**src/rtl/data_toggle_mc.sv**
```systemverilog
// Multi-channel read-notification block: per-channel legacy toggle, saturating
// pending counter with valid/ready drain, and sticky overflow behind a read-latency pipe.
module data_toggle_mc #(
    parameter int unsigned NUM_CH   = 4,
    parameter int unsigned CH_W     = 2,
    parameter int unsigned READ_LAT = 1,
    parameter int unsigned PEND_W   = 3
) (
    input  logic                     Clk,
    input  logic                     Rst,
    input  logic                     we_b,
    input  logic                     data_toggle_en,
    input  logic [CH_W-1:0]          ch_sel,
    input  logic [NUM_CH-1:0]        data_ready,
    input  logic [NUM_CH-1:0]        clr_ovf,
    output logic [NUM_CH-1:0]        data_toggle,
    output logic [NUM_CH-1:0]        data_valid,
    output logic [NUM_CH*PEND_W-1:0] pend_cnt,
    output logic [NUM_CH-1:0]        ovf
);

    localparam logic [PEND_W-1:0] CNT_MAX = '1;

    logic              req_c;
    logic              mat_vld;
    logic [CH_W-1:0]   mat_ch;
    logic [PEND_W-1:0] cnt_q [NUM_CH];
    logic [PEND_W-1:0] cnt_d [NUM_CH];
    logic [NUM_CH-1:0] tog_d;
    logic [NUM_CH-1:0] ovf_d;

    assign req_c = !we_b && data_toggle_en && (32'(ch_sel) < NUM_CH);

    // Read-latency pipe; zero stages collapses to the legacy same-edge toggle.
    generate
        if (READ_LAT == 0) begin : g_no_lat
            assign mat_vld = req_c;
            assign mat_ch  = ch_sel;
        end else begin : g_lat
            logic [READ_LAT-1:0] dl_vld;
            logic [CH_W-1:0]     dl_ch [READ_LAT];

            always_ff @(posedge Clk or negedge Rst) begin
                if (!Rst) begin
                    dl_vld <= '0;
                    for (int i = 0; i < int'(READ_LAT); i++) dl_ch[i] <= '0;
                end else begin
                    dl_vld[0] <= req_c;
                    dl_ch[0]  <= ch_sel;
                    for (int i = 1; i < int'(READ_LAT); i++) begin
                        dl_vld[i] <= dl_vld[i-1];
                        dl_ch[i]  <= dl_ch[i-1];
                    end
                end
            end

            assign mat_vld = dl_vld[READ_LAT-1];
            assign mat_ch  = dl_ch[READ_LAT-1];
        end
    endgenerate

    // Per-channel next state; a simultaneous increment and drain cancel, even at saturation.
    always_comb begin
        tog_d = data_toggle;
        ovf_d = ovf;
        for (int c = 0; c < int'(NUM_CH); c++) begin
            logic inc;
            logic dec;
            cnt_d[c] = cnt_q[c];
            inc = mat_vld && (mat_ch == CH_W'(c));
            dec = data_valid[c] && data_ready[c];
            if (inc) tog_d[c] = ~data_toggle[c];
            if (inc && !dec) begin
                if (cnt_q[c] == CNT_MAX) cnt_d[c] = cnt_q[c];
                else                     cnt_d[c] = cnt_q[c] + PEND_W'(1);
            end else if (dec && !inc) begin
                cnt_d[c] = cnt_q[c] - PEND_W'(1);
            end
            if (inc && !dec && (cnt_q[c] == CNT_MAX)) ovf_d[c] = 1'b1;
            else if (clr_ovf[c])                       ovf_d[c] = 1'b0;
        end
    end

    always_ff @(posedge Clk or negedge Rst) begin
        if (!Rst) begin
            data_toggle <= '0;
            ovf         <= '0;
            for (int c = 0; c < int'(NUM_CH); c++) cnt_q[c] <= '0;
        end else begin
            data_toggle <= tog_d;
            ovf         <= ovf_d;
            for (int c = 0; c < int'(NUM_CH); c++) cnt_q[c] <= cnt_d[c];
        end
    end

    generate
        for (genvar c = 0; c < int'(NUM_CH); c++) begin : g_out
            assign pend_cnt[c*PEND_W +: PEND_W] = cnt_q[c];
            assign data_valid[c]                = (cnt_q[c] != '0);
        end
    endgenerate

endmodule

```
**config.mk**
```make
export PLATFORM = sky130hd
export DESIGN_NAME = data_toggle_mc
export DESIGN_NICKNAME = d
export VERILOG_FILES = /design/src/rtl/data_toggle_mc.sv
export SDC_FILE = /design/constraint.sdc
export NUM_CORES = 1
export LEC_CHECK = 0
export BUFFER_PORTS_ARGS = -buffer_cell sky130_fd_sc_hd__buf_2
export CAP_MARGIN = 30
export CORE_ASPECT_RATIO = 1.25
export CORE_MARGIN = 2
export CORE_UTILIZATION = 38
export DETAILED_ROUTE_END_ITERATION = 6
export SKIP_CTS_REPAIR_TIMING = 1
export SLEW_MARGIN = 20
export SYNTH_ARGS = -nofsm -noshare
export SYNTH_HDL_FRONTEND = slang
export SYNTH_SLANG_ARGS = --single-unit
```
**constraint.sdc**
```tcl
create_clock -name Clk -period 3.65 [get_ports Clk]
set_clock_uncertainty 0.2 [all_clocks]
set_input_delay 0.5475 -clock Clk [delete_from_list [all_inputs] [get_ports Clk]]
set_output_delay 0.5475 -clock Clk [all_outputs]
set_load 0.02 [all_outputs]
```
### Yosys cells after proc, flatten, opt, wreduce, memory -nomap -nowiden

Cells that the tools add are included.

* bits in registers: 23
* input bits: 14
* output and inout port bits: 24

* add/subtract/negate cells: 8
* eq/ne operators: 11
* multiplexer cells: 20
* bitwise operators: 4
* reduce and logical (&&, ||, !) cells: 47

Operators with widths (count)
* 2-to-1 mux 3 bit: 12
* logical AND 1 bit: 21
* nonzero test 2 bit: 8
* adder 3 x 1 -> 3 bit (second input constant): 4
* equality test 3 bit (second input constant): 4
* nonzero test 3 bit: 4
* subtractor 3 x 1 -> 3 bit (second input constant): 4
* zero test 1 bit: 9
* 2-to-1 mux 1 bit: 8
* != test 2 bit (second input constant): 4
* AND reduction 2 bit: 4
* equality test 2 bit (second input constant): 2
* inverter 1 bit: 4
* equality test 2 x 1 -> 1 bit (second input constant): 1
* zero test 2 bit: 1

### Longest topological paths before layout

Gate-level depths: netlist of the first run.

* depth after elaboration: 6
* mapped depth: 9

### Worst setup path before layout of the first run

No wires, ideal clock.

* kind: register -> register
* from: register cnt_q (netlist bit pend_cnt[2])
* to: register cnt_q (netlist bit pend_cnt[2])
* setup time: 0.139 ns
* arrival time: 2.471 ns
* required time: 3.311 ns
* slack: 0.840 ns
* stages on the path, launching flop included: 10
* buffers on the path: 1
* cells stage by stage: dfrtp_1 -> clkbuf_1 -> or3_1 -> nand2_1 -> nand2_1 -> fa_1 -> nand2b_1 -> a21oi_1 -> nor3_1 -> or4_1

* longest elaborated chain between the ends: 6
* elaborated cells between the ends (all ways): 14
* those cells by class: add/sub: 2; eq/ne: 2; mux: 3; reduce/logical: 7

RTL lines
* from (decl): line 27 `logic [PEND_W-1:0] cnt_q [NUM_CH];`
* nonzero test 3 bit (*): line 99 `assign data_valid[c] = (cnt_q[c] != '0);`
* net data_valid[0]: line 17 `output logic [NUM_CH-1:0] data_valid,`
* logical AND 1 bit (*): line 71 `dec = data_valid[c] && data_ready[c];`
* zero test 1 bit: line 73 `if (inc && !dec) begin`
* logical AND 1 bit: line 73
* != test 2 bit (no line) / nonzero test 2 bit (equally long branches)
* AND reduction 2 bit (no line)

The timed path passes the listed nets; every way through them passes the cells marked *. The select of a mux whose other input is x is not followed.
A chain may end at the register's enable or synchronous reset.

### Worst setup path in the final report of the first run

* from: register cnt_q (netlist bit pend_cnt[2])
* to: register cnt_q (netlist bit pend_cnt[2])

* longest elaborated chain between the ends: 6
* elaborated cells between the ends (all ways): 14
* those cells by class: add/sub: 2; eq/ne: 2; mux: 3; reduce/logical: 7

RTL lines
* branches (longest 6 deep; another with subtractor 3 x 1 -> 3 bit)

Several ways; the timed one is not identified. The select of a mux whose other input is x is not followed.

==> key figures, run 1 <==
Die
  – Width of the die: 63.3 um
  – Std cell rows: 26
  – Area of the die: 4950 um2
  – Number of top-level pins: 38
  – Die Y-Extent: 78.1 um
  – Effective utilization at floorplan: 40.1%
  – Floorplan core area: 4160 um2

Detailed routing
  – Wire length on met3: 129 um
  – Vias per Instance: 5.39
  – Detailed-routed wire length on met2: 1.58 mm
  – Wirelength, routed: 3.50 mm
  – Routed wire length per instance: 12.6 um
  – Number of iterations in the first detailed-routing pass: 4
  – Initial DRC Count: 65
  – Final ANT Viol Nets: 0
  – Number of design rule violations left after detail routing: 0
  – Vias post-DR: 1498
  – Top routing layer in use: met4
  – Detailed-route wire length on metal 1: 1.76 mm

Timing
  – Setup-failing EPs final: 0
  – Remaining max-slew budget at the tightest pin: 63.6%
  – Setup repair after global routing missed its margin: no
  – Final Max Tran Viols: 0
  – Crit path setup slack, layout: 1.04 ns
  – Transition time of the tightest slew-check pin: 0.546 ns
  – Total negative setup slack: 0 ns
  – F_max: 383 MHz
  – Min Clock Period, post-route: 2.61 ns
  – Share of the clock period used by the worst path: 71.6%
  – Number of endpoints with negative hold slack in the final report: 0

Cells and area
  – Summed area of non-filler cells in the final layout: 1900 um2
  – Share of final-layout standard cells stronger than drive strength 1: 19.8%
  – Total number of nets in the final design: 241
  – Layout-stage area growth over the synthesis result: 13.5%
  – Diodes inserted: 0

Logic synthesis
  – Syn. warnings: 0
  – Netlist cell types: 44
  – Synth top area cells: sky130_fd_sc_hd__dfrtp_1 (34%), sky130_fd_sc_hd__o21ai_0 (6.0%), sky130_fd_sc_hd__nand2_1 (5.4%), sky130_fd_sc_hd__fa_1 (4.8%), sky130_fd_sc_hd__clkbuf_1 (3.6%)
  – Top cells by instance count after synthesis: sky130_fd_sc_hd__nand2_1 (24), sky130_fd_sc_hd__dfrtp_1 (23), sky130_fd_sc_hd__o21ai_0 (20), sky130_fd_sc_hd__clkbuf_1 (16), sky130_fd_sc_hd__nand3_1 (10)
  – Synth area leader: sky130_fd_sc_hd__dfrtp_1
  – Instance count of the mapped netlist: 200
  – Number of enable-type register cells in the synthesized netlist: 0
  – Synthesized Nets: 218
  – Primary FF master, synth: sky130_fd_sc_hd__dfrtp_1
  – Proportion of synthesized flip-flops having asynchronous set or reset: 100%
  – Post-synthesis area per instance: 8.35 um2
  – Number of synthesized register bits: 23
  – Count leader, synth: sky130_fd_sc_hd__nand2_1
  – Sequential area share after synthesis: 34.5%
  – Area share of the largest cell type after synthesis: 34.5%
  – Total standard cell area after synthesis: 1670 um2

Power and ir drop
  – Power per standard cell area: 747 nW/um2
  – Static power due to leakage: 0.807 nW
  – Peak supply drop: 0.000303 V

CTS
  – Insertion delay to the later sink of the worst-skew pair: 0.26 ns
  – Register clock-pin slew on the reported worst setup and hold paths: 0.08 ns
  – H-tree depth: 1
  – CTS sink count: 23
  – Number of clock buffers inserted by TritonCTS: 3
  – TritonCTS clock tree: built
  – CTS Root Buffer Type: sky130_fd_sc_hd__clkbuf_8
  – Buffers from clock root to sink, at most: 2

Worst setup path
  – Arrival time worst endpoint: 2.55 ns
  – Type of origin of the critical path: flop
  – Cell depth of the worst flop-to-flop path: 8
  – Maximum net fanout on the critical path: 13
  – Required time of the critical path: 3.59 ns
  – Minimum setup slack among reg-to-reg paths: 1.04 ns
  – Category of the most critical setup path: reg -> reg
  – Worst setup EP type: flop

Placed design
  – Global placer's final weighted congestion: 0.757
  – Pre-CTS WS: 1.05 ns
  – HPWL reported at the end of detailed placement: 2.36 mm
  – Port bufs: 37
  – Placed cell areas: 1850 um2

Run status
  – Status: complete, no violations

Worst hold path
  – Path type of the worst min-delay path: in -> async

Global route
  – Antenna violations before repair: 0
  – Wire length of the first global-routing pass: 5.97 mm
  – Pin count of the biggest net entering global routing: 24
  – Number of global-route vias before repair: 1321
  – Congestion Overflow GR: 0
  – GR Util All Layers: 14.3%

Flow run
  – Reported max-cap violation count: 0
==> registers in the layout, indices dropped and copies added, names as in the netlist <==
name and flops:
g_lat.dl_vld 1, ovf 4, pend_cnt 12, data_toggle 4
g_lat.dl_ch 2
==> stage by stage <==
| step | util [%] | instances | hold slack [ns] | total power [mW] |
|---|---|---|---|---|
| global route | 45.5 | 278 | 0.0940 | 1.55 |
| finish | 45.5 | 278 | 0.0589 | 1.42 |
| global placement | 44.4 | 274 | 0.258 | 1.26 |
| detailed placement | 44.4 | 274 | 0.257 | 1.26 |
| CTS | 45.5 | 278 | 0.0772 | 1.43 |
| floorplan | - | 200 | 0.0519 | 1.08 |
==> path summary, 6_finish.rpt <==
path	startpoint	end
worst max-delay path	pend_cnt[2]	pend_cnt[2]
worst min-delay path	Rst	pend_cnt[8]
worst max register to register	pend_cnt[2]	pend_cnt[2]
worst min register to register	data_toggle[1]	data_toggle[1]
max in group asynchronous	Rst	pend_cnt[10]
min in group Clk	ch_sel[1]	g_lat.dl_ch[1]
==> critical path, cell delays in order, from the launching register on <==
cell	delay [ns]
sky130_fd_sc_hd__dfrtp_1	0.51
sky130_fd_sc_hd__or3_1	0.43
sky130_fd_sc_hd__nand2_1	0.08
sky130_fd_sc_hd__nand2_1	0.06
sky130_fd_sc_hd__fa_1	0.43
sky130_fd_sc_hd__nand2b_1	0.18
sky130_fd_sc_hd__a21oi_1	0.14
sky130_fd_sc_hd__nor3_1	0.06
sky130_fd_sc_hd__or4_1	0.40
==> cells by family (layout without fill, tap and decap cells) <==
kind of cell | after synthesis | count (layout) | share of synthesized area (%)
buf+inv | 27 | 49 | 6.52
compound gates | 57 | 57 | 23.3
mux | 1 | 1 | 0.599
fa+ha+maj | 4 | 4 | 4.79
simple gates | 80 | 80 | 26.1
flops | 23 | 23 | 34.5
xor+xnor | 8 | 8 | 4.19
==> routing by layer <==
layer / up-vias / global-route usage (%)
met2: 25 / 22.2
met5: - / 0
met1: 698 / 20.5
met4: 0 / 4.57
li1: 773 / -
met3: 2 / 2.29
==> power by group <==
group / switching (mW) / total, mW / internal, mW
Clock: 0.0823 / 0.160 / 0.0779
Sequential: 0.205 / 0.548 / 0.343
Combinational: 0.384 / 0.708 / 0.324
Total: 0.671 / 1.42 / 0.745
==> final cells by class <==
cell class                      instances  area, um2
Fill cell                             441       2270
Multi-Input combinational cell        150        986
Sequential cell                        23        576
Timing Repair Buffer                   38        193
Tap cell                               56       70.1
Clock buffer                            4       45.0
Inverter                                7       26.3
==> cells in the final DEF, fill, tap and decap left out, types with 3 or more instances in the layout <==
master,count
sky130_fd_sc_hd__and3b_1,3
sky130_fd_sc_hd__clkbuf_8,3
sky130_fd_sc_hd__a32o_1,4
sky130_fd_sc_hd__nand4_1,9
sky130_fd_sc_hd__o21ai_0,20
sky130_fd_sc_hd__fa_1,4
sky130_fd_sc_hd__a21o_1,4
sky130_fd_sc_hd__inv_1,7
sky130_fd_sc_hd__nand3_1,10
sky130_fd_sc_hd__a21oi_1,7
sky130_fd_sc_hd__and3_1,3
sky130_fd_sc_hd__nand3b_1,4
sky130_fd_sc_hd__nor2b_1,4
sky130_fd_sc_hd__xnor2_1,6
sky130_fd_sc_hd__a32oi_1,3
sky130_fd_sc_hd__buf_2,37
sky130_fd_sc_hd__nor3_1,6
sky130_fd_sc_hd__or3_1,4
sky130_fd_sc_hd__dfrtp_1,23
sky130_fd_sc_hd__nand2b_1,3
sky130_fd_sc_hd__nor2_1,6
sky130_fd_sc_hd__nand2_1,24
Power figures use the tool's default switching activity.
==> run 2, diff against run 1 <==
==> constraint.sdc (replaced) <==
create_clock -name Clk -period 2.32 [get_ports Clk]
set_clock_uncertainty 0.2 [all_clocks]
set_input_delay 0.348 -clock Clk [delete_from_list [all_inputs] [get_ports Clk]]
set_output_delay 0.348 -clock Clk [all_outputs]
set_load 0.02 [all_outputs]
==> key figures, run 2 (synthesis gave the netlist of run 1 again) <==
Run status
  – Status: complete, no violations (unchanged)

Global route
  – Antenna violations before repair: 0 (unchanged)
  – Congestion Overflow GR: 0 (unchanged)
  – Number of global-route vias before repair: 1461 (was 1321)
  – Wire length of the first global-routing pass: 6.73 mm (was 5.97 mm)
  – GR Util All Layers: 16.4% (was 14.3%)
  – Pin count of the biggest net entering global routing: 24 (unchanged)

CTS
  – CTS sink count: 23 (unchanged)
  – CTS Root Buffer Type: sky130_fd_sc_hd__clkbuf_8 (unchanged)
  – Insertion delay to the later sink of the worst-skew pair: 0.27 ns (was 0.26 ns)
  – Number of clock buffers inserted by TritonCTS: 3 (unchanged)
  – Buffers from clock root to sink, at most: 2 (unchanged)
  – Register clock-pin slew on the reported worst setup and hold paths: 0.08 ns (about the same)
  – H-tree depth: 1 (unchanged)
  – TritonCTS clock tree: built (unchanged)

Power and ir drop
  – Static power due to leakage: 0.915 nW (was 0.807 nW)
  – Cell Int Power: 1.37 mW (was 0.745 mW)
  – Sw frac: 45.2% (was 47.4%)
  – Peak supply drop: 0.000413 V (was 0.000303 V)
  – Power dissipated by switching net loads: 1.13 mW (was 0.671 mW)
  – Power per standard cell area: 1180 nW/um2 (was 747 nW/um2)
  – Sequential power share: 25.3% (was 38.7%)
  – Logic gate share of total power: 64.4% (was 50.0%)
  – Part of the total power dissipated in the clock network: 10.3% (was 11.3%)

Detailed routing
  – Vias post-DR: 1655 (was 1498)
  – Wire length on met3: 147 um (was 129 um)
  – Vias per Instance: 5.54 (was 5.39)
  – Wirelength, routed: 3.88 mm (was 3.50 mm)
  – Routed wire length per instance: 13.0 um (was 12.6 um)
  – Top routing layer in use: met4 (unchanged)
  – Number of design rule violations left after detail routing: 0 (unchanged)
  – Final ANT Viol Nets: 0 (unchanged)
  – Initial DRC Count: 141 (was 65)
  – Detailed-routed wire length on met2: 1.97 mm (was 1.58 mm)
  – Number of iterations in the first detailed-routing pass: 5 (was 4)
  – Detailed-route wire length on metal 1: 1.75 mm (was 1.76 mm)

Worst setup path
  – Type of origin of the critical path: flop (unchanged)
  – Minimum setup slack among reg-to-reg paths: 0.05 ns (was 1.04 ns)
  – Category of the most critical setup path: reg -> reg (unchanged)
  – Required time of the critical path: 2.26 ns (was 3.59 ns)
  – Cell depth of the worst flop-to-flop path: 8 (unchanged)
  – Arrival time worst endpoint: 2.21 ns (was 2.55 ns)
  – Worst setup EP type: flop (unchanged)
  – Maximum net fanout on the critical path: 2 (was 13)

Timing
  – F_max: 440 MHz (was 383 MHz)
  – Crit path setup slack, layout: 0.0498 ns (was 1.04 ns)
  – Total negative setup slack: 0 ns (unchanged)
  – Setup repair after global routing missed its margin: yes (was no)
  – Share of the clock period used by the worst path: 97.9% (was 71.6%)
  – Number of endpoints with negative hold slack in the final report: 0 (unchanged)
  – Final Max Tran Viols: 0 (unchanged)
  – Final worst hold slack: 0.0225 ns (was 0.0589 ns)
  – Setup-failing EPs final: 0 (unchanged)
  – Remaining max-slew budget at the tightest pin: 65.1% (was 63.6%)
  – Min Clock Period, post-route: 2.27 ns (was 2.61 ns)
  – Transition time of the tightest slew-check pin: 0.523 ns (was 0.546 ns)

Die
  – Width of the die: 63.3 um (unchanged)
  – Number of top-level pins: 38 (unchanged)
  – Floorplan core area: 4160 um2 (unchanged)
  – Effective utilization at floorplan: 40.1% (unchanged)
  – Die Y-Extent: 78.1 um (unchanged)
  – Area of the die: 4950 um2 (unchanged)
  – Std cell rows: 26 (unchanged)

Cells and area
  – Final Util: 50.8% (was 45.5%)
  – Commonest non-fill, non-tap cell in the layout: sky130_fd_sc_hd__buf_2 (unchanged)
  – Layout-stage area growth over the synthesis result: 26.7% (was 13.5%)
  – Total number of nets in the final design: 262 (was 241)
  – Diodes inserted: 0 (unchanged)
  – Share of final-layout standard cells stronger than drive strength 1: 34.2% (was 19.8%)
  – Non-Filler Instances: 299 (was 278)
  – Most used cells in the layout excluding fill and tap cells: sky130_fd_sc_hd__buf_2 (37), sky130_fd_sc_hd__nand2_1 (22), sky130_fd_sc_hd__o21ai_0 (19), sky130_fd_sc_hd__buf_4 (19), sky130_fd_sc_hd__dfrtp_1 (14) (was sky130_fd_sc_hd__buf_2 (37), sky130_fd_sc_hd__nand2_1 (24), sky130_fd_sc_hd__dfrtp_1 (23), sky130_fd_sc_hd__o21ai_0 (20), sky130_fd_sc_hd__nand3_1 (10))
  – Max reg flops: 12 (unchanged)

Placed design
  – Pre-CTS WS: 0.0144 ns (was 1.05 ns)
  – HPWL reported at the end of detailed placement: 2.70 mm (was 2.36 mm)
  – Number of placed cells counting well taps: 292 (was 274)
  – Port bufs: 37 (unchanged)
  – Global placer's final weighted congestion: 0.826 (was 0.757)

Worst hold path
  – Worst hold path stage count: 2
  – Path type of the worst min-delay path: in -> reg (was in -> async)

Flow run
  – Reported max-cap violation count: 0 (unchanged)
==> run 2: changes by cell type in the layout (fill, tap and decap cells not counted), sizes merged <==
cell         change
buf             +18
clkinv           +1
dlygate4sd3      +3
clkbuf           -1
==> run 2: power groups by stage <==
stage          registers (mW)  logic, mW  clock network, mW
2_1_floorplan           0.871      0.994                  0
3_3_place_gp            0.643       1.59                  0
3_5_place_dp            0.646       1.60                  0
4_1_cts                 0.639       1.60              0.270
5_1_grt                 0.654       1.79              0.280
6_report                0.635       1.61              0.258
==> run 2: critical path, cell delays in order (launching register included) <==
cell and delay [ns]:
sky130_fd_sc_hd__dfrtp_2 0.41, sky130_fd_sc_hd__or3_4 0.39, sky130_fd_sc_hd__nand2_2 0.07, sky130_fd_sc_hd__nand2_2 0.05, sky130_fd_sc_hd__fa_2 0.34, sky130_fd_sc_hd__nand2b_4 0.15, sky130_fd_sc_hd__a21oi_2 0.11, sky130_fd_sc_hd__nor3_1 0.05
sky130_fd_sc_hd__or4_1 0.39
==> run 2: per-stage QoR <==
step / power [mW] / cell area, um2
floorplan: 1.87 / 1780
global placement: 2.23 / 2040
detailed placement: 2.24 / 2040
CTS: 2.51 / 2080
global route: 2.72 / 2120
finish: 2.50 / 2120
==> run 2: routing by layer <==
metal | track usage (%) | vias up
met5 | 0 | -
met4 | 4.78 | 0
met2 | 28.0 | 42
met1 | 21.6 | 800
li1 | - | 811
met3 | 2.15 | 2
==> run 2: path summary, 6_finish.rpt <==
path,endpoint,startpoint
setup / recovery,pend_cnt[2],pend_cnt[0]
min in group asynchronous,pend_cnt[5],Rst
max in group asynchronous,pend_cnt[0],Rst
hold / removal,g_lat.dl_vld,we_b
setup reg to reg,pend_cnt[2],pend_cnt[0]
hold reg to reg,data_toggle[1],data_toggle[1]
==> run 2: layout make-up <==
cell class                      count  area (um2)
Clock buffer                        3        41.3
Clock inverter                      1        5.00
Fill cell                         440        2050
Inverter                            7        26.3
Multi-Input combinational cell    150        1030
Sequential cell                    23         587
Tap cell                           56        70.1
Timing Repair Buffer               59         358
